**src/rtl/dht_pkg.sv**
```systemverilog
// Shared types, phase timings and checksum helper for the DHT11-style sensor responder.
package dht_pkg;

    typedef enum logic [2:0] {
        IDLE,
        HOST_LOW,
        RESP_WAIT,
        ACK_LOW,
        ACK_HIGH,
        BIT_LOW,
        BIT_HIGH,
        END_LOW
    } state_t;

    localparam int ACK_LOW_US   = 80;
    localparam int ACK_HIGH_US  = 80;
    localparam int BIT_LOW_US   = 50;
    localparam int BIT0_HIGH_US = 26;
    localparam int BIT1_HIGH_US = 70;
    localparam int END_LOW_US   = 50;
    localparam int FRAME_BITS   = 40;

    function automatic logic [7:0] frame_checksum(input logic [7:0] a, input logic [7:0] b,
                                                  input logic [7:0] c, input logic [7:0] d);
        logic [9:0] sum;
        sum = {2'b00, a} + {2'b00, b} + {2'b00, c} + {2'b00, d};
        return sum[7:0];
    endfunction

endpackage

```
**src/rtl/dht_us_tick.sv**
```systemverilog
// Microsecond prescaler; a clear makes the cycle after a phase change count as
// the first cycle of the new microsecond, so phases line up with state entry.
module dht_us_tick #(
    parameter int DIV = 50
) (
    input  logic clock,
    input  logic reset,
    input  logic clear,
    output logic tick
);

    localparam int W = (DIV > 1) ? $clog2(DIV) : 1;

    logic [W-1:0] cnt;
    logic [W-1:0] cnt_eff;

    assign cnt_eff = clear ? '0 : cnt;
    assign tick    = (cnt_eff == W'(DIV - 1));

    always_ff @(posedge clock) begin
        if (!reset) begin
            cnt <= '0;
        end else begin
            cnt <= tick ? '0 : cnt_eff + W'(1);
        end
    end

endmodule

```
**src/rtl/dht_sensor_responder.sv**
```systemverilog
// Sensor side of the single-wire DHT11 bus: detects the host start pulse, answers with
// ACK and a 40-bit frame. Optional SENSOR_FAULT_INJECT_EN adds a checksum-corrupting input.
module dht_sensor_responder
    import dht_pkg::*;
#(
    parameter int CLK_FREQ_HZ   = 50_000_000,
    parameter int START_MIN_US  = 18000,
    parameter int RESP_DELAY_US = 30
) (
    input  logic       clock,
    input  logic       reset,
    input  logic       line_in,
    output logic       line_drive_low,
    input  logic [7:0] hum_int,
    input  logic [7:0] hum_dec,
    input  logic [7:0] temp_int,
    input  logic [7:0] temp_dec,
`ifdef SENSOR_FAULT_INJECT_EN
    input  logic       fault_inject,
`endif
    output logic       busy,
    output logic       frame_done,
    output logic       bus_error
);

    localparam int DIV    = CLK_FREQ_HZ / 1_000_000;
    localparam int US_MAX = (START_MIN_US > RESP_DELAY_US) ? START_MIN_US : RESP_DELAY_US;
    localparam int CNT_W  = $clog2(((US_MAX > 255) ? US_MAX : 255) + 1);
    localparam logic [CNT_W-1:0] START_CNT = CNT_W'(START_MIN_US);

    state_t                state;
    logic                  sync1;
    logic                  line_s;
    logic                  restart;
    logic                  tick;
    logic                  low_seen;
    logic [CNT_W-1:0]      us_cnt;
    logic [CNT_W-1:0]      phase_len;
    logic [5:0]            bit_idx;
    logic [FRAME_BITS-1:0] frame;
    logic [7:0]            cs_now;
    logic                  monitored;
    logic                  phase_end;
    logic                  host_long;
    logic                  conflict;

    dht_us_tick #(.DIV(DIV)) u_tick (
        .clock(clock),
        .reset(reset),
        .clear(restart),
        .tick (tick)
    );

`ifdef SENSOR_FAULT_INJECT_EN
    assign cs_now = frame_checksum(hum_int, hum_dec, temp_int, temp_dec) ^ {7'b0, fault_inject};
`else
    assign cs_now = frame_checksum(hum_int, hum_dec, temp_int, temp_dec);
`endif

    always_comb begin
        phase_len = START_CNT;
        case (state)
            RESP_WAIT: phase_len = CNT_W'(RESP_DELAY_US);
            ACK_LOW:   phase_len = CNT_W'(ACK_LOW_US);
            ACK_HIGH:  phase_len = CNT_W'(ACK_HIGH_US);
            BIT_LOW:   phase_len = CNT_W'(BIT_LOW_US);
            BIT_HIGH:  phase_len = frame[bit_idx] ? CNT_W'(BIT1_HIGH_US) : CNT_W'(BIT0_HIGH_US);
            END_LOW:   phase_len = CNT_W'(END_LOW_US);
            default:   phase_len = START_CNT;
        endcase
    end

    // The rising-edge tick itself counts toward the start length, so a pulse of
    // exactly START_MIN_US is accepted.
    assign monitored = (state == RESP_WAIT) || (state == ACK_HIGH) || (state == BIT_HIGH);
    assign phase_end = tick && (us_cnt == phase_len - CNT_W'(1));
    assign host_long = (us_cnt >= START_CNT) || (tick && (us_cnt == START_CNT - CNT_W'(1)));
    assign conflict  = monitored && tick && (us_cnt != '0) && low_seen && !line_s;

    always_ff @(posedge clock) begin
        if (!reset) begin
            sync1          <= 1'b1;
            line_s         <= 1'b1;
            state          <= IDLE;
            us_cnt         <= '0;
            bit_idx        <= '0;
            frame          <= '0;
            restart        <= 1'b0;
            low_seen       <= 1'b0;
            line_drive_low <= 1'b0;
            busy           <= 1'b0;
            frame_done     <= 1'b0;
            bus_error      <= 1'b0;
        end else begin
            sync1      <= line_in;
            line_s     <= sync1;
            restart    <= 1'b0;
            frame_done <= 1'b0;
            bus_error  <= 1'b0;
            case (state)
                IDLE: begin
                    if (!line_s) begin
                        state   <= HOST_LOW;
                        us_cnt  <= '0;
                        restart <= 1'b1;
                    end
                end
                HOST_LOW: begin
                    if (line_s) begin
                        us_cnt  <= '0;
                        restart <= 1'b1;
                        if (host_long) begin
                            state <= RESP_WAIT;
                            frame <= {hum_int, hum_dec, temp_int, temp_dec, cs_now};
                            busy  <= 1'b1;
                        end else begin
                            state <= IDLE;
                        end
                    end else if (tick && (us_cnt < START_CNT)) begin
                        us_cnt <= us_cnt + CNT_W'(1);
                    end
                end
                default: begin
                    if (conflict) begin
                        state          <= IDLE;
                        line_drive_low <= 1'b0;
                        busy           <= 1'b0;
                        bus_error      <= 1'b1;
                        us_cnt         <= '0;
                        low_seen       <= 1'b0;
                        restart        <= 1'b1;
                    end else if (phase_end) begin
                        us_cnt   <= '0;
                        low_seen <= 1'b0;
                        restart  <= 1'b1;
                        case (state)
                            RESP_WAIT: begin
                                state          <= ACK_LOW;
                                line_drive_low <= 1'b1;
                            end
                            ACK_LOW: begin
                                state          <= ACK_HIGH;
                                line_drive_low <= 1'b0;
                            end
                            ACK_HIGH: begin
                                state          <= BIT_LOW;
                                line_drive_low <= 1'b1;
                                bit_idx        <= 6'(FRAME_BITS - 1);
                            end
                            BIT_LOW: begin
                                state          <= BIT_HIGH;
                                line_drive_low <= 1'b0;
                            end
                            BIT_HIGH: begin
                                line_drive_low <= 1'b1;
                                if (bit_idx == '0) begin
                                    state <= END_LOW;
                                end else begin
                                    bit_idx <= bit_idx - 6'd1;
                                    state   <= BIT_LOW;
                                end
                            end
                            default: begin
                                state          <= IDLE;
                                line_drive_low <= 1'b0;
                                busy           <= 1'b0;
                                frame_done     <= 1'b1;
                            end
                        endcase
                    end else if (tick) begin
                        // The first tick of a released phase is skipped to let the pull-up recover.
                        us_cnt <= us_cnt + CNT_W'(1);
                        if (monitored && (us_cnt != '0)) begin
                            low_seen <= !line_s;
                        end
                    end
                end
            endcase
        end
    end

endmodule

```
**config.mk**
```make
export PLATFORM = sky130hd
export DESIGN_NAME = dht_sensor_responder
export DESIGN_NICKNAME = d
export VERILOG_FILES = /design/src/rtl/dht_pkg.sv /design/src/rtl/dht_us_tick.sv /design/src/rtl/dht_sensor_responder.sv
export SDC_FILE = /design/constraint.sdc
export NUM_CORES = 1
export LEC_CHECK = 0
export BUFFER_PORTS_ARGS = -buffer_cell sky130_fd_sc_hd__buf_2
export CAP_MARGIN = 10
export CORE_ASPECT_RATIO = 0.7
export CORE_MARGIN = 1.5
export CORE_UTILIZATION = 35
export CTS_BUF_LIST = sky130_fd_sc_hd__clkbuf_4
export DETAILED_ROUTE_END_ITERATION = 10
export SLEW_MARGIN = 15
export SYNTH_ARGS = -nofsm -noshare
export SYNTH_HDL_FRONTEND = slang
export SYNTH_SLANG_ARGS = --single-unit
```
**constraint.sdc**
```tcl
create_clock -name clock -period 4.05 [get_ports clock]
set_input_delay 0.6075 -clock clock [delete_from_list [all_inputs] [get_ports clock]]
set_output_delay 0.6075 -clock clock [all_outputs]
set_load 0.05 [all_outputs]
```
# Yosys cells after proc, flatten, opt, wreduce, memory -nomap -nowiden
# Cells that the tools add are included.
[classes]
addsub = 7
magnitude_cmp = 3
eq_ne = 16
n_mux = 42
bitwise_logic = 5
reduce_logical = 37
[op_table]
columns = ["op", "count"]
rows = [
  ["$mux 15", 6],
  ["$pmux 15 s4", 1],
  ["$pmux 15 s2", 1],
  ["$add 8x8->8", 3],
  ["$mux 1", 19],
  ["$add 15x1->15 const B", 1],
  ["$eq 15x15->1", 1],
  ["$eq 15x15->1 const B", 1],
  ["$ge 15x15->1 const B", 1],
  ["$lt 15x15->1 const B", 1],
  ["$pmux 3 s5", 1],
  ["$reduce_bool 15->1", 1],
  ["$sub 15x1->15 const B", 1],
  ["$eq 3x3->1 const B", 4],
  ["$mux 3", 4],
  ["$mux 6", 2],
  ["$pmux 6 s2", 1],
  ["$reduce_and 3->1", 4],
  ["$reduce_and 5->1", 2],
  ["$reduce_or 5->1", 2],
  ["$reduce_bool 3->1", 3],
  ["$logic_and 1x1->1", 8],
  ["$ne 2x2->1 const B", 4],
  ["$reduce_or 2->1", 4],
  ["23 further kinds", 34],
]
[word_totals]
reg_bits = 78
input_bits = 35
word_cells = 123

# Depth between registers and ports, before layout
[depth]
word_depth = 10
mapped_depth = 18

# Hierarchy
# From an unflattened synthesis, not the netlist that was laid out.
[hier_totals]
cells_unflattened = 552
hier_area_um2 = 4698.3
[by_module_without_submodules]
columns = ["mod", "n_inst", "cells_per_inst", "area_each_um2", "seq_area_each_um2"]
rows = [
  ["dht_sensor_responder", 1, 523, 4413.0, 1441.4],
  ["dht_us_tick", 1, 29, 285.3, 120.1],
]

# Worst setup path after synthesis
# Ideal clock, no wire load.
[synth_path]
path_type = "flip-flop to flip-flop"
start = "reg bit_idx[0]"
end = "reg bit_idx[3]"
setup_ns = 0.123
arrival_ns = 3.516
path_slack_ns = 0.411
stages_incl_launch_ff = 15
n_path_buf = 2
path_cell_list = "dfxtp_1 > buf_6 > mux4_2 > a22oi_2 > o211ai_4 > or3_1 > o21ai_0 > ha_1 > xnor2_1 > a211oi_1 > nand4_1 > or4_1 > buf_6 > o311ai_4 > o21ai_2"
[synth_via]
elab_chain_cells = 8
elab_cells_between_ends = 13
classes_between = "2 x add/sub; 2 x eq/ne; 6 x mux; 3 x reduce/logical"
[synth_lines]
columns = ["item", "line_no", "text"]
rows = [
  ["start, declared", "dht_sensor_responder.sv:39", "logic [5:0] bit_idx;"],
  ["start signal, assigned", "dht_sensor_responder.sv:148", "bit_idx <= 6'(FRAME_BITS - 1);"],
  ["start signal, assigned", "dht_sensor_responder.sv:159", "bit_idx <= bit_idx - 6'd1;"],
  ["$bmux 1 s6", "dht_sensor_responder.sv:67", "BIT_HIGH: phase_len = frame[bit_idx] ? CNT_W'(BIT1_HIGH_US) : CNT_W'(BIT0_HIGH_US);"],
  ["$mux 1 (implied by the code)", "dht_sensor_responder.sv:67", ""],
  ["$mux 7", "dht_sensor_responder.sv:67", ""],
  ["$pmux 15 s4", "dht_sensor_responder.sv:62", "case (state)"],
  ["$sub 15x1->15", "dht_sensor_responder.sv:76", "assign phase_end = tick && (us_cnt == phase_len - CNT_W'(1));"],
  ["$eq 15x15->1", "dht_sensor_responder.sv:76", ""],
  ["$logic_and 1x1->1", "dht_sensor_responder.sv:76", ""],
  ["$reduce_and 5->1 (no line)", "n/a", ""],
]
# Parallel ways exist; a longest one is shown, timed or not. The select of a mux whose other input is x is not followed.
# A chain may end at the register's enable or synchronous reset.

# Worst setup path in the final report
[layout_path]
start = "reg bit_idx[0]"
end = "reg us_cnt[2]"
[layout_via]
elab_chain_cells = 10
elab_cells_between_ends = 12
classes_between = "1 x add/sub; 1 x eq/ne; 7 x mux; 3 x reduce/logical"
[layout_lines]
columns = ["item", "line_no", "text"]
rows = [
  ["$bmux 1 s6 *", "dht_sensor_responder.sv:67", ""],
  ["$mux 1 (implied by the code) *", "dht_sensor_responder.sv:67", ""],
  ["$mux 7 *", "dht_sensor_responder.sv:67", ""],
  ["$pmux 15 s4 *", "dht_sensor_responder.sv:62", ""],
  ["$sub 15x1->15 *", "dht_sensor_responder.sv:76", ""],
  ["$eq 15x15->1 *", "dht_sensor_responder.sv:76", ""],
  ["$logic_and 1x1->1 *", "dht_sensor_responder.sv:76", ""],
  ["$mux 15", "dht_sensor_responder.sv:132", "end else if (phase_end) begin"],
  ["$mux 15", "dht_sensor_responder.sv:124", "if (conflict) begin"],
  ["$pmux 15 s2", "dht_sensor_responder.sv:100", "case (state)"],
  ["end signal, assigned", "dht_sensor_responder.sv:120", "us_cnt <= us_cnt + CNT_W'(1);"],
  ["end signal, assigned", "dht_sensor_responder.sv:172", "us_cnt <= us_cnt + CNT_W'(1);"],
  ["end, declared", "dht_sensor_responder.sv:37", "logic [CNT_W-1:0] us_cnt;"],
]
# Mark *: on every way between the ends. The rest lies on a longest branch, timed or not. The select of a mux whose other input is x is not followed.

==> tab_implementation.tex <==
\begin{tabular}{lr}
\hline
Metric & Value \\
\hline
\multicolumn{2}{l}{\textbf{Outcome}} \\
Outcome & finished clean \\
\multicolumn{2}{l}{\textbf{Setup path}} \\
Reg2reg start & bit\_idx[0] \\
Cells along the critical path & mux4\_1 -> mux2i\_2 -> o211ai\_4 -> o31ai\_4 -> nand2\_1 -> nand2\_1 -> ha\_1 -> xor2\_1 -> and3\_1 -> or4b\_1 -> a22o\_1 -> nand2b\_1 -> o21ai\_2 -> buf\_12 -> nor2\_1 \\
Critical path required time & approximately 4.4 ns \\
Data arrival time at the worst-slack endpoint & between 4 and 5 ns \\
Total buffers and inverters traversed by the critical path & 1 \\
Maximum single-stage delay on the critical path & between 0.6 and 0.7 ns \\
Crit-path most repeated cell & nand2\_1 \\
Cell type group with the largest total delay on the critical path & simple AND/OR/NAND/NOR gates \\
Reg2Reg Setup Slack & around 0.18 ns \\
Type of element capturing the critical path & flop \\
Classification of the worst setup path & flop to flop \\
Cells on worst reg2reg path & 15 \\
Top fanout value on the critical path & 14 \\
Slowest stage cell, crit path & mux4\_1 \\
Endpoint of the lowest-slack register-to-register path & us\_cnt[2] \\
Crit start category & flop \\
\multicolumn{2}{l}{\textbf{GRT}} \\
Pin count of the biggest net entering global routing & 44 \\
Via count of the first global-routing pass & $\sim$3,600 \\
Number of antenna violations at the first check in global routing & 0 \\
Wire length of the first global-routing pass & approximately 19 mm \\
Congestion Overflow GR & 0 \\
Gr usage total & 16.8\% \\
\multicolumn{2}{l}{\textbf{Floorplanning}} \\
Ports & 39 \\
Die area & around 0.014 mm² \\
Effective utilization at floorplan & $\sim$36\% \\
Width of the chip & 141 µm \\
Die height & between 90 and 100 µm \\
Number of standard-cell rows in the floorplan & 35 \\
Area of the core region & 0.0131 mm² \\
\multicolumn{2}{l}{\textbf{CTS}} \\
Worst-skew pair later-pin latency & about 0.45 ns \\
Root buffer cell & clkbuf\_4 \\
Post-CTS setup buffers & 0 \\
Clock transition at the registers of the reported paths & 0.13 ns \\
Hold buffer count at CTS & 0 \\
CTS H-tree depth & 3 \\
Number of buffers inserted during clock tree synthesis & 9 \\
Maximum clock insertion buffer count & 2 \\
CTS sink count & 78 \\
CTS tree & yes \\
\multicolumn{2}{l}{\textbf{Detailed routing}} \\
Top layer used by detailed routing & met4 \\
Via count normalized by instance count & 5.44 \\
Met3 layer wire length in the routed design & 706 µm \\
Total wire length after detailed routing & 11.5 mm \\
Mean routed wirelength per cell & about 16 µm \\
Post-route ant nets & 0 \\
Met1 routed wirelength after detailed routing & 5.88 mm \\
Routed via count & $\sim$3,800 \\
Initial drt markers & 316 \\
Routed length on met2 & between 4 and 5 mm \\
Initial DRT Pass Iterations & 5 \\
DR DRC count & 0 \\
\multicolumn{2}{l}{\textbf{Finish}} \\
Final-layout fill cell count & 1,304 \\
Nets & approximately 600 \\
Total inserted antenna cells & 0 \\
Final core utilization & roughly two fifths \\
Final Instance Area & 0.00524 mm² \\
Share of final-layout standard cells stronger than drive strength 1 & 18.4\% \\
Total area of sequential cells & about 0.0016 mm² \\
Relative area change from synthesis to final layout & 11.7\% \\
Multi-input combinational cell area & $\sim$0.003 mm² \\
\multicolumn{2}{l}{\textbf{Synthesis}} \\
Net count after synthesis & $\sim$570 \\
Asr flop ratio synth & 0\% \\
Number of storage elements in the synthesis netlist & 78 \\
Average footprint of a synthesized cell & slightly above 9 µm² \\
Count of synthesis-stage warnings from yosys & 0 \\
Syn Std Cell Area & around 0.0047 mm² \\
Synthesized netlist cell count & $\sim$500 \\
Cell taking the most area after synthesis & dfxtp\_1 \\
Count of flip-flops with a built-in enable after synthesis & 0 \\
Area fraction of the dominant cell type after synthesis & approximately a third \\
Top cells by area, synth & dfxtp\_1 33\%, mux2i\_1 10\%, fa\_1 6.0\% \\
Yosys cell types & 68 \\
Ys flop type & dfxtp\_1 \\
Sequential element share of the synthesized area & around a third \\
\multicolumn{2}{l}{\textbf{STA}} \\
Final-report hold violation count & 0 \\
Worst-case clock skew & approximately 0.016 ns \\
Worst slew margin relative to its limit & about 52\% \\
Worst-margin pin slew & approximately 0.71 ns \\
Post-layout min period & around 3.9 ns \\
Fin. max-slew vios & 0 \\
Achievable Freq & $\sim$260 MHz \\
Final setup violating endpoints & 0 \\
Worst setup margin & 0.178 ns \\
Final clock period utilization by the worst path & between 90\% and 100\% \\
Worst hold slack & 0.372 ns \\
\multicolumn{2}{l}{\textbf{Place}} \\
Buffers on Ports & 38 \\
Half-perimeter wire length after placement & around 8.4 mm \\
Weighted congestion at the end of routability-driven global placement & about 0.89 \\
Cell Area, Placed & a little over 0.005 mm² \\
Placement-stage worst setup slack & -0.123 ns \\
\multicolumn{2}{l}{\textbf{Power and ir drop}} \\
Power after layout & 0.00147 W \\
Ratio of total power to cell area & approximately 280 mW/mm² \\
Maximum ir drop on the vdd rail & roughly 0.00012 V \\
Leakage component of the power & between 1.5 and 2 nW \\
\multicolumn{2}{l}{\textbf{Min path}} \\
Count of cells along the worst hold path & 2 \\
Min-delay worst type & primary input to flop \\
Worst-case hold path end point & sync1 \\
Min-Delay Startpoint & line\_in \\
\multicolumn{2}{l}{\textbf{Job}} \\
Max cap viols & 0 \\
\hline
\end{tabular}
[state kept, by name, summed over array words and instances, names as in the netlist, 3 cells and up]
name,count
bit_idx,6
frame,40
state,3
u_tick.cnt,6
us_cnt,15
[power by group]
part	internal (W)	leakage [nW]	switching, W
clock network	0.000138	0.0722	0.000298
registers	0.000774	0.631	0.00000948
logic	0.000118	1.19	0.000132
total	0.00103	1.89	0.000440
[layout make-up]
cell class / count / area share, %
clock buffers: 10 / 1.43
repair buffers: 54 / 6.17
clock inverters: 6 / 0.908
multi-input cells: 378 / 56.7
inverters: 13 / 0.932
flip-flops and latches: 78 / 29.9
well taps: 166 / 3.97
[metal layers]
layer	up-vias	global-route usage [%]
met2	116	23.9
met3	12	4.63
met1	1844	24.6
met4	0	4.89
met5	-	0
li1	1865	-
[through the flow]
step	setup TNS (ns)	instances
finish	0	705
floorplan	0	503
CTS	0	705
detailed placement	-0.454	689
global route	-0.0315	705
global placement	0	689
[kinds of logic (layout without fill, tap and decap cells)]
group           after synthesis  after routing  synth area share [%]
compound gates               67             67                  11.7
xor+xnor                     33             33                  6.17
fa+ha+maj                    28             28                  9.72
buf+inv                      47             83                  4.35
flops                        78             78                  33.3
mux                          54             54                  13.4
other cells                   1              1                0.0800
simple gates                195            195                  21.2
[cells in the mapped netlist (4+ instances only)]
cell / instances
mux2i_1: 48
nor2_1: 73
o21ai_0: 10
a211oi_1: 5
xor2_1: 20
nor3_1: 14
nand4_1: 15
nand2_1: 24
xnor2_1: 13
a21oi_1: 11
nor2b_1: 9
inv_1: 13
and3_1: 10
nand2b_1: 6
dfxtp_1: 78
fa_1: 14
a21o_1: 4
buf_2: 7
clkbuf_1: 23
ha_1: 14
nand3_1: 12
and2_1: 4
nor4_1: 7
[what timing repair did]
item | in CTS | in global routing
endpoints found under the setup margin | 23 | 26
resized for setup | 2 | 10
gates cloned | 0 | 0
[cells in the final DEF (no fill, tap or decap), types with 14 or more instances in the layout]
cell type and instances:
nand2_1 24, nor2_1 72, ha_1 14, xor2_1 20, nor3_1 14, buf_4 15, buf_2 38, fa_1 14
mux2i_1 47, nand4_1 15, dfxtp_1 76
[worst max-delay path by stage]
stage / start / to / slack, ns / cells past startpoint
3_3_place_gp: bit_idx[0] / bit_idx[3] / 0.02 / 15
2_1_floorplan: bit_idx[0] / bit_idx[3] / 0.41 / 14
6_report: bit_idx[0] / us_cnt[2] / 0.18 / 15
5_1_grt: bit_idx[0] / bit_idx[1] / -0.01 / 16
4_1_cts: bit_idx[0] / bit_idx[1] / 0.07 / 16
3_5_place_dp: bit_idx[0] / bit_idx[3] / -0.12 / 15
No activity file was read; power rests on OpenSTA's default activity.
